## src/rtl/fetch_sequencer_if.sv

```systemverilog
// Fetch-side bus: instruction memory port, decoder handshake and redirect request.
// The sequencer connects through the master modport.
interface fetch_sequencer_if #(
  parameter int ADDR_W  = 8,
  parameter int INSTR_W = 8
);
  logic [ADDR_W-1:0]  imem_addr;
  logic [INSTR_W-1:0] imem_data;
  logic [INSTR_W-1:0] instr;
  logic [ADDR_W-1:0]  instr_pc;
  logic               instr_valid;
  logic               instr_ready;
  logic               redirect_valid;
  logic [ADDR_W-1:0]  redirect_addr;

  modport master (
    output imem_addr,
    input  imem_data,
    output instr,
    output instr_pc,
    output instr_valid,
    input  instr_ready,
    input  redirect_valid,
    input  redirect_addr
  );

  modport slave (
    input  imem_addr,
    output imem_data,
    input  instr,
    input  instr_pc,
    input  instr_valid,
    output instr_ready,
    output redirect_valid,
    output redirect_addr
  );
endinterface

```

## src/rtl/fetch_sequencer.sv

```systemverilog
// Instruction-fetch controller: owns the PC, reads a combinational memory and feeds a one-entry
// valid/ready stage. Optional halt-opcode termination is enabled by FETCH_HALT_DETECT_EN.
module fetch_sequencer #(
  parameter int                 ADDR_W      = 8,
  parameter int                 INSTR_W     = 8,
  parameter int                 PROG_LEN    = 11,
  parameter logic [INSTR_W-1:0] HALT_OPCODE = 8'hFF
) (
  input  logic                clk,
  input  logic                clear,
  input  logic                i_start,
  output logic                o_busy,
  output logic                o_done,
  fetch_sequencer_if.master   bus
);

  typedef enum logic [1:0] {
    S_IDLE  = 2'd0,
    S_FETCH = 2'd1,
    S_DONE  = 2'd2
  } state_t;

`ifdef FETCH_HALT_DETECT_EN
  localparam logic HALT_EN = 1'b1;
`else
  localparam logic HALT_EN = 1'b0;
`endif

  localparam logic [ADDR_W:0] LP_PROG_LEN = (ADDR_W+1)'(PROG_LEN);

  state_t             r_state;
  logic [ADDR_W-1:0]  r_pc;
  logic [INSTR_W-1:0] r_instr;
  logic [ADDR_W-1:0]  r_instr_pc;
  logic               r_valid;
  logic               r_halt;
  logic               r_busy;
  logic               r_done;

  state_t             w_state_nxt;
  logic [ADDR_W-1:0]  w_pc_nxt;
  logic [INSTR_W-1:0] w_instr_nxt;
  logic [ADDR_W-1:0]  w_instr_pc_nxt;
  logic               w_valid_nxt;
  logic               w_halt_nxt;
  logic               w_in_range;
  logic               w_accept;
  logic               w_load;

  assign w_in_range = ({1'b0, r_pc} < LP_PROG_LEN);
  assign w_accept   = r_valid & bus.instr_ready;
  // A pending halt word blocks further loads until it drains or is redirected away.
  assign w_load     = (r_state == S_FETCH) & ~bus.redirect_valid & w_in_range & ~r_halt
                      & (~r_valid | bus.instr_ready);

  // Next-state and datapath selection for the fetch FSM.
  always_comb begin
    w_state_nxt    = r_state;
    w_pc_nxt       = r_pc;
    w_instr_nxt    = r_instr;
    w_instr_pc_nxt = r_instr_pc;
    w_valid_nxt    = r_valid;
    w_halt_nxt     = r_halt;
    case (r_state)
      S_IDLE, S_DONE: begin
        if (i_start) begin
          w_pc_nxt    = {ADDR_W{1'b0}};
          w_valid_nxt = 1'b0;
          w_halt_nxt  = 1'b0;
          w_state_nxt = S_FETCH;
        end else begin
          w_state_nxt = r_state;
        end
      end
      S_FETCH: begin
        if (bus.redirect_valid) begin
          w_pc_nxt    = bus.redirect_addr;
          w_valid_nxt = 1'b0;
          w_halt_nxt  = 1'b0;
        end else if (w_load) begin
          w_instr_nxt    = bus.imem_data;
          w_instr_pc_nxt = r_pc;
          w_valid_nxt    = 1'b1;
          w_pc_nxt       = r_pc + {{(ADDR_W-1){1'b0}}, 1'b1};
          if (HALT_EN && (bus.imem_data == HALT_OPCODE)) begin
            w_halt_nxt = 1'b1;
          end else begin
            w_halt_nxt = 1'b0;
          end
        end else if (!w_in_range || r_halt) begin
          // End of program: leave only once the last presented word is gone.
          if (w_accept || !r_valid) begin
            w_valid_nxt = 1'b0;
            w_halt_nxt  = 1'b0;
            w_state_nxt = S_DONE;
          end else begin
            w_state_nxt = S_FETCH;
          end
        end else begin
          w_state_nxt = S_FETCH;
        end
      end
      default: begin
        w_state_nxt = S_IDLE;
        w_valid_nxt = 1'b0;
        w_halt_nxt  = 1'b0;
      end
    endcase
  end

  // State, PC, output stage and status flags.
  always_ff @(posedge clk or negedge clear) begin
    if (!clear) begin
      r_state    <= S_IDLE;
      r_pc       <= {ADDR_W{1'b0}};
      r_instr    <= {INSTR_W{1'b0}};
      r_instr_pc <= {ADDR_W{1'b0}};
      r_valid    <= 1'b0;
      r_halt     <= 1'b0;
      r_busy     <= 1'b0;
      r_done     <= 1'b0;
    end else begin
      r_state    <= w_state_nxt;
      r_pc       <= w_pc_nxt;
      r_instr    <= w_instr_nxt;
      r_instr_pc <= w_instr_pc_nxt;
      r_valid    <= w_valid_nxt;
      r_halt     <= w_halt_nxt;
      r_busy     <= (w_state_nxt == S_FETCH);
      r_done     <= (w_state_nxt == S_DONE);
    end
  end

  assign bus.imem_addr   = r_pc;
  assign bus.instr       = r_instr;
  assign bus.instr_pc    = r_instr_pc;
  assign bus.instr_valid = r_valid;
  assign o_busy          = r_busy;
  assign o_done          = r_done;

endmodule

```

## src/flat_wrapper.sv

```systemverilog
// flat-port wrapper written by rule: the top's interface ports become plain ports
module fetch_sequencer_flat 
#(
  parameter int                 ADDR_W      = 8,
  parameter int                 INSTR_W     = 8,
  parameter int                 PROG_LEN    = 11,
  parameter logic [INSTR_W-1:0] HALT_OPCODE = 8'hFF
)
  (clk, clear, i_start, o_busy, o_done, bus_imem_addr, bus_imem_data, bus_instr, bus_instr_pc, bus_instr_valid, bus_instr_ready, bus_redirect_valid, bus_redirect_addr);
  fetch_sequencer_if #(.ADDR_W(ADDR_W), .INSTR_W(INSTR_W)) bus_i ();
  input  logic clk;
  input  logic clear;
  input  logic i_start;
  output logic o_busy;
  output logic o_done;
  output wire logic [$bits(bus_i.imem_addr)-1:0] bus_imem_addr;
  input wire logic [$bits(bus_i.imem_data)-1:0] bus_imem_data;
  output wire logic [$bits(bus_i.instr)-1:0] bus_instr;
  output wire logic [$bits(bus_i.instr_pc)-1:0] bus_instr_pc;
  output wire logic [$bits(bus_i.instr_valid)-1:0] bus_instr_valid;
  input wire logic [$bits(bus_i.instr_ready)-1:0] bus_instr_ready;
  input wire logic [$bits(bus_i.redirect_valid)-1:0] bus_redirect_valid;
  input wire logic [$bits(bus_i.redirect_addr)-1:0] bus_redirect_addr;
  assign bus_imem_addr = bus_i.imem_addr;
  assign bus_i.imem_data = bus_imem_data;
  assign bus_instr = bus_i.instr;
  assign bus_instr_pc = bus_i.instr_pc;
  assign bus_instr_valid = bus_i.instr_valid;
  assign bus_i.instr_ready = bus_instr_ready;
  assign bus_i.redirect_valid = bus_redirect_valid;
  assign bus_i.redirect_addr = bus_redirect_addr;
  fetch_sequencer #(.ADDR_W(ADDR_W), .INSTR_W(INSTR_W), .PROG_LEN(PROG_LEN), .HALT_OPCODE(HALT_OPCODE)) u_core (.clk(clk), .clear(clear), .i_start(i_start), .o_busy(o_busy), .o_done(o_done), .bus(bus_i));
endmodule
```

## config.mk

```make
export PLATFORM = sky130hd
export DESIGN_NAME = fetch_sequencer_flat
export DESIGN_NICKNAME = d
export VERILOG_FILES = /design/src/rtl/fetch_sequencer_if.sv /design/src/rtl/fetch_sequencer.sv /design/src/flat_wrapper.sv
export SDC_FILE = /design/constraint.sdc
export NUM_CORES = 1
export LEC_CHECK = 0
export CAP_MARGIN = 5
export CORE_ASPECT_RATIO = 1.25
export CORE_MARGIN = 5
export CORE_UTILIZATION = 40
export DETAILED_ROUTE_END_ITERATION = 8
export GPL_ROUTABILITY_DRIVEN = 0
export PLACE_DENSITY_LB_ADDON = 0.25
export SYNTH_ARGS = -nofsm -noshare
export SYNTH_HDL_FRONTEND = slang
export SYNTH_SLANG_ARGS = --single-unit
```

## constraint.sdc

```tcl
create_clock -name clk -period 2.8 [get_ports clk]
set_input_delay 0.84 -clock clk [delete_from_list [all_inputs] [get_ports clk]]
set_output_delay 0.84 -clock clk [all_outputs]
set_load 0.01 [all_outputs]
```

==> metrics, run 1 <==
outcome finished, final reports clean; DRT Pass-1 Iters 4; Final setup violation count 0; final hold violations 0; Final ANT Viol Nets 0; antenna diode count 0; fin crit period 2.23 ns; Worst Tran Pin Value 0.520 ns; Seq/Total Area, Yosys 0.537; final WL a little over 3000 um; asr flop ratio synth 1.00; initial cell density of the core 0.419; WP buf/inv 1; Post-DP Area 1860 um^2; H-tree Lvls 2; Clock Path Buffers 2; CP startpoint u_core.bus.imem_addr[4]$_DFFE_PN0P_; die height around 75 um; count of pins over their slew limit 0; global route overflow 0; I/O pins between 40 and 50; Synth Area in XOR/XNOR 0; cts hold-fix bufs 0; Netlist cell types 32; footprint of the multi-input gates between 600 and 700 um^2; root buf cell clkbuf_8; initial antenna violation count 0; Cell Area, Synth 1350 um^2; Crit Path Category reg -> out; CTS buffer count 5; Port Buf Inserts 47; CP max stage delay 0.61 ns; nets@finish around 190; Cell Pwr Density 1030 nW/um^2; largest family of logic cells by synthesized area simple AND/OR/NAND/NOR gates; Post-Place Cells 197; worst hold path class reg -> reg; Peak VDD IR 0.516 mV; fmax 449 MHz; Required @ worst endpoint between 1.5 and 2 ns; Largest delay share family, worst path buffers and inverters; mean routed wirelength per cell 15.2 um; global-route wire length before repair 5170 um; total clock sinks 29; Die W about 62 um; number of global-route vias before repair around 1100; Worst Path Max Fanout 7; worst path arrival time roughly 1.4 ns; setup bufs post-CTS 0; min-delay src u_core.bus.instr_pc[6]$_DFFE_PN0P_; EDFF count, synth 0; Starting DRT DRC Count 13; syn_area_per_cell between 10 and 15 um^2; worst-path cell chain clkdlybuf4s50_1; final worst path period share 0.796; Top FF cell, synth dfrtp_1; startpoint types flop; largest net degree at the start of global routing 30; Crit. End Element output pin; Fin Setup TNS 0 ns; Cells after Synth 114; PostCTS Resize Cnt 0; final non-filler cell total ~210; Sequential Area just over 700 um^2; number of placement rows 23; fin area slightly below 2000 um^2; Yosys reg bits 29; share of post-route cells with drive strength above 1 0.173; total number of vias between 1000 and 1500; Critical R2R Launch u_core.bus.imem_addr[0]$_DFFE_PN0P_; Post-Synth Adder-Cell Area 0.00926; yosys warns 0; clk_lat worst skew roughly 0.27 ns; Simple-Gate Fraction of Synth Area 0.188; DRC viols 0; Synth-to-Final Area Change 45.5%; CTS tree yes; RSZ-0062 raised after global routing false; fillers approximately 300; estimated wirelength of the detail-placed design roughly 2300 um; max cap viols 0; final hold slack a little under 0.5 ns; mux contribution to synthesized area 0.138; Worst-path clk slew roughly 0.060 ns; slew margin rel. 0.650; Leakage roughly 0.00085 uW; total core area roughly 3200 um^2; GRT Util Overall 0.153; Synth Area in Compound Gates 0.114; Slowest cell on crit path clkdlybuf4s50_1; DR vias/cell 5.29; Die Area 4650 um^2; Setup Skew around 0.0033 ns; Synth Net Count 136
-- per-layer routing --
metal	global-route usage	vias up	routed length, um	share of wire
li1	-	519	-	-
met1	0.185	521	1290	0.41
met2	0.244	37	1530	0.49
met3	0.0395	8	223	0.072
met4	0.0802	0	78	0.025
met5	0	-	0	0
-- worst paths after layout --
check	end	slack, ns	cells after the start
worst max-delay path	bus_imem_addr[4]	0.57	1
worst min-delay path	u_core.bus.instr_pc[6]$_DFFE_PN0P_	0.49	1
worst max register to register	u_core.bus.imem_addr[0]$_DFFE_PN0P_	0.95	5
worst min register to register	u_core.bus.instr_pc[6]$_DFFE_PN0P_	0.49	1
max in group asynchronous	u_core.o_busy$_DFF_PN0_	1.58	2
min in group asynchronous	u_core.bus.instr_pc[0]$_DFFE_PN0P_	0.95	2
-- power by group --
| part | leakage, uW | internal, uW | switching [uW] |
|---|---|---|---|
| sequential | 0.000374 | 580 | 161 |
| clock | 0.0000542 | 222 | 150 |
| combinational | 0.000420 | 539 | 377 |
-- cells by family (layout without fill, tap and decap cells) --
family                     Yosys count  after routing
AOI/OAI and AO/OA                   23             23
adders and majority gates            1              1
buffers and inverters                3             57
DFF                                 29             29
muxes                               15             15
and+or+nand+nor                     43             43
-- state kept, by name, summed over array words and instances (netlist names) --
signal,count
u_core.bus.instr_valid,1
u_core.o_done,1
u_core.r_state,2
u_core.bus.instr_pc,8
u_core.bus.imem_addr,8
u_core.o_busy,1
u_core.bus.instr,8
-- per-stage QoR --
| stage | total power, uW | utilization | setup slack, ns |
|---|---|---|---|
| floorplan | 1240 | - | 0.957 |
| global placement | 1640 | 0.578 | 0.377 |
| detailed placement | 1670 | 0.578 | 0.318 |
| CTS | 2050 | 0.610 | 0.559 |
| global route | 2160 | 0.610 | 0.434 |
| finish | 2030 | 0.610 | 0.572 |
-- cells in the final DEF, fill, tap and decap left out --
cell type	count
nor3_1	7
mux2i_1	1
o31ai_1	2
nor2_1	5
o21a_1	2
nor2b_1	5
nor4_4	1
and2_4	1
nand2b_1	2
mux2_4	5
nand4_1	1
ha_1	1
nand2_4	1
a21oi_2	1
a22o_1	2
o21bai_1	2
nor3_2	1
a21oi_1	5
mux2_2	9
nand2_1	8
a32o_1	1
nand3_1	3
dfrtp_1	29
nor4b_1	1
o21ai_0	6
and3_1	1
buf_4	2
o2111ai_1	2
nor4_1	1
clkbuf_8	7
clkdlybuf4s50_1	47
nor3b_1	1
clkinv_2	1
and2_1	4
-- layout make-up --
cell class                 instances  share of cell area
tap                               37              0.0236
clock buffer                       7              0.0490
clock inverter                     1             0.00255
timing repair buffer              49               0.247
sequential                        29               0.369
multi-input combinational         82               0.309
-- cells in the mapped netlist, types with 3 or more instances --
library cell,instances,area share
and2_1,4,0.019
mux2_4,5,0.056
a21oi_1,5,0.019
mux2_2,9,0.075
nand3_1,3,0.011
o21ai_0,6,0.022
nor2_1,5,0.014
nand2_1,8,0.022
nor3_1,7,0.026
dfrtp_1,29,0.54
nor2b_1,5,0.023
Note: power is estimated with default switching activity, not from simulation.
==> run 2, diff against run 1 <==
==> constraint.sdc (replaced) <==
create_clock -name clk -period 2.1 [get_ports clk]
set_input_delay 0.63 -clock clk [delete_from_list [all_inputs] [get_ports clk]]
set_output_delay 0.63 -clock clk [all_outputs]
set_load 0.01 [all_outputs]
==> metrics, run 2 (synthesis results as in run 1) <==
final hold violations 0 (unchanged); initial cell density of the core 0.419 (unchanged); final non-filler cell total 208 (was 205); Final ANT Viol Nets 0 (unchanged); I/O pins 48 (unchanged); global route overflow 0 (unchanged); DRT Pass-1 Iters 4 (unchanged); Synth-to-Final Area Change 46.6% (was 45.5%); Post-DP Area 1890 um^2 (was 1860 um^2); count of pins over their slew limit 0 (unchanged); DRC viols 0 (unchanged); root buf cell clkbuf_8 (unchanged); Die Area 4650 um^2 (unchanged); most frequent cells in the layout 47 x clkdlybuf4s50_1, 29 x dfrtp_1, 9 x mux2_2 (unchanged); most common cell after layout, fill and taps aside clkdlybuf4s50_1 (unchanged); antenna diode count 0 (unchanged); total core area 3220 um^2 (unchanged); Required @ worst endpoint 1.47 ns (was 1.96 ns); die height 75.0 um (unchanged); setup bufs post-CTS 0 (unchanged); slew margin rel. 0.703 (was 0.650); Starting DRT DRC Count 15 (was 13); worst path arrival time 1.36 ns (was 1.39 ns); GRT Util Overall 0.156 (was 0.153); final hold slack 0.487 ns (was 0.486 ns); grt peak-use layer met2 (unchanged); GRT met2 Usage 0.262 (was 0.244); PostCTS Resize Cnt 0 (unchanged); estimated wirelength of the detail-placed design 2430 um (was 2320 um); GR Util met3 0.0549 (was 0.0395); Worst Path Max Fanout 7 (unchanged); met1 Use GR 0.178 (was 0.185); total clock sinks 29 (unchanged); Leakage 0.000857 uW (was 0.000848 uW); Peak VDD IR 0.825 mV (was 0.516 mV); fin crit period between 1.5 and 2 ns; clk_lat worst skew 0.27 ns (about the same); Reg2Reg Setup Slack 0.30 ns (was 0.95 ns); CTS buffer count 5 (unchanged); cts hold-fix bufs 0 (unchanged); global-route wire length before repair 5330 um (was 5170 um); startpoint types flop (unchanged); number of placement rows 23 (unchanged); Largest delay share family, worst path buffers and inverters (unchanged); fin area 1980 um^2 (was 1970 um^2); worst hold path class reg -> reg (unchanged); mean routed wirelength per cell 15.7 um (was 15.2 um); share of post-route cells with drive strength above 1 0.181 (was 0.173); CP max stage delay 0.60 ns (was 0.61 ns); DR vias/cell 5.36 (was 5.29); Worst Tran Pin Value 0.442 ns (was 0.520 ns); WP buf/inv 1 (unchanged); Port Buf Inserts 47 (unchanged); Clock Path Buffers 2 (unchanged); Slowest cell on crit path clkdlybuf4s50_1 (unchanged); Setup Skew 0.00507 ns (was 0.00334 ns); fmax approximately 500 MHz; number of global-route vias before repair 1167 (was 1115); initial antenna violation count 0 (unchanged); CP startpoint u_core.bus.imem_addr[2]$_DFFE_PN0P_ (was u_core.bus.imem_addr[4]$_DFFE_PN0P_); largest net degree at the start of global routing 30 (unchanged); Fin Setup TNS 0 ns (unchanged); max cap viols 0 (unchanged); Crit Path Category reg -> out (unchanged); Crit. End Element output pin (unchanged); min-delay src u_core.bus.instr_pc[4]$_DFFE_PN0P_ (was u_core.bus.instr_pc[6]$_DFFE_PN0P_); RSZ-0062 raised after global routing false (unchanged); CTS tree yes (unchanged); Critical R2R Launch u_core.bus.imem_addr[1]$_DFFE_PN0P_ (was u_core.bus.imem_addr[0]$_DFFE_PN0P_); nets@finish 193 (was 189); Worst-path clk slew 0.06 ns (about the same); Post-Place Cells 201 (was 197); final worst path period share 0.950; worst-path cell chain clkdlybuf4s50_1 (unchanged); total number of vias 1114 (was 1085); final WL 3270 um (was 3110 um); Die W 62.0 um (unchanged); H-tree Lvls 2 (unchanged); outcome finished, final reports clean (unchanged); Final setup violation count 0 (unchanged); Cell Pwr Density 1370 nW/um^2 (was 1030 nW/um^2)
run 2: cell count changes in the layout (fill, tap and decap cells not counted):
cell	delta
buf_4	+4
clkbuf_1	+1
clkbuf_8	-1
clkinv_2	-1
run 2: area by class of cell:
class / instances / area, um^2
clock buffer: 7 / 86.3
fill: 276 / 1240
multi-input combinational: 82 / 607
sequential: 29 / 726
tap: 37 / 46.3
timing repair buffer: 53 / 515
run 2: final timing paths:
| kind | to | depth (start not counted) |
|---|---|---|
| setup / recovery | bus_imem_addr[2] | 1 |
| hold / removal | u_core.bus.instr_pc[4]$_DFFE_PN0P_ | 1 |
| setup reg to reg | u_core.bus.instr[1]$_DFFE_PN0P_ | 5 |
| hold reg to reg | u_core.bus.instr_pc[4]$_DFFE_PN0P_ | 1 |
| max in group asynchronous | u_core.bus.instr[4]$_DFFE_PN0P_ | 2 |
| min in group asynchronous | u_core.bus.instr_pc[7]$_DFFE_PN0P_ | 2 |
run 2: power by group:
group	total, uW	switching, uW	internal [uW]
Clock	454	194	259
Combinational	1290	530	757
Sequential	977	204	773
Total	2720	928	1790
run 2: layer usage:
layer | part of all wire | wire length (um)
met5 | 0 | 0
met4 | 0.0098 | 32
met3 | 0.083 | 271
met2 | 0.51 | 1670
met1 | 0.40 | 1300
run 2: through the flow:
stage	utilization	setup WS (ns)	power, uW
floorplan	-	0.364	1650
global placement	0.588	0.0394	2230
detailed placement	0.588	0.00511	2280
CTS	0.615	0.0881	2740
global route	0.615	0.0391	2880
finish	0.615	0.105	2720
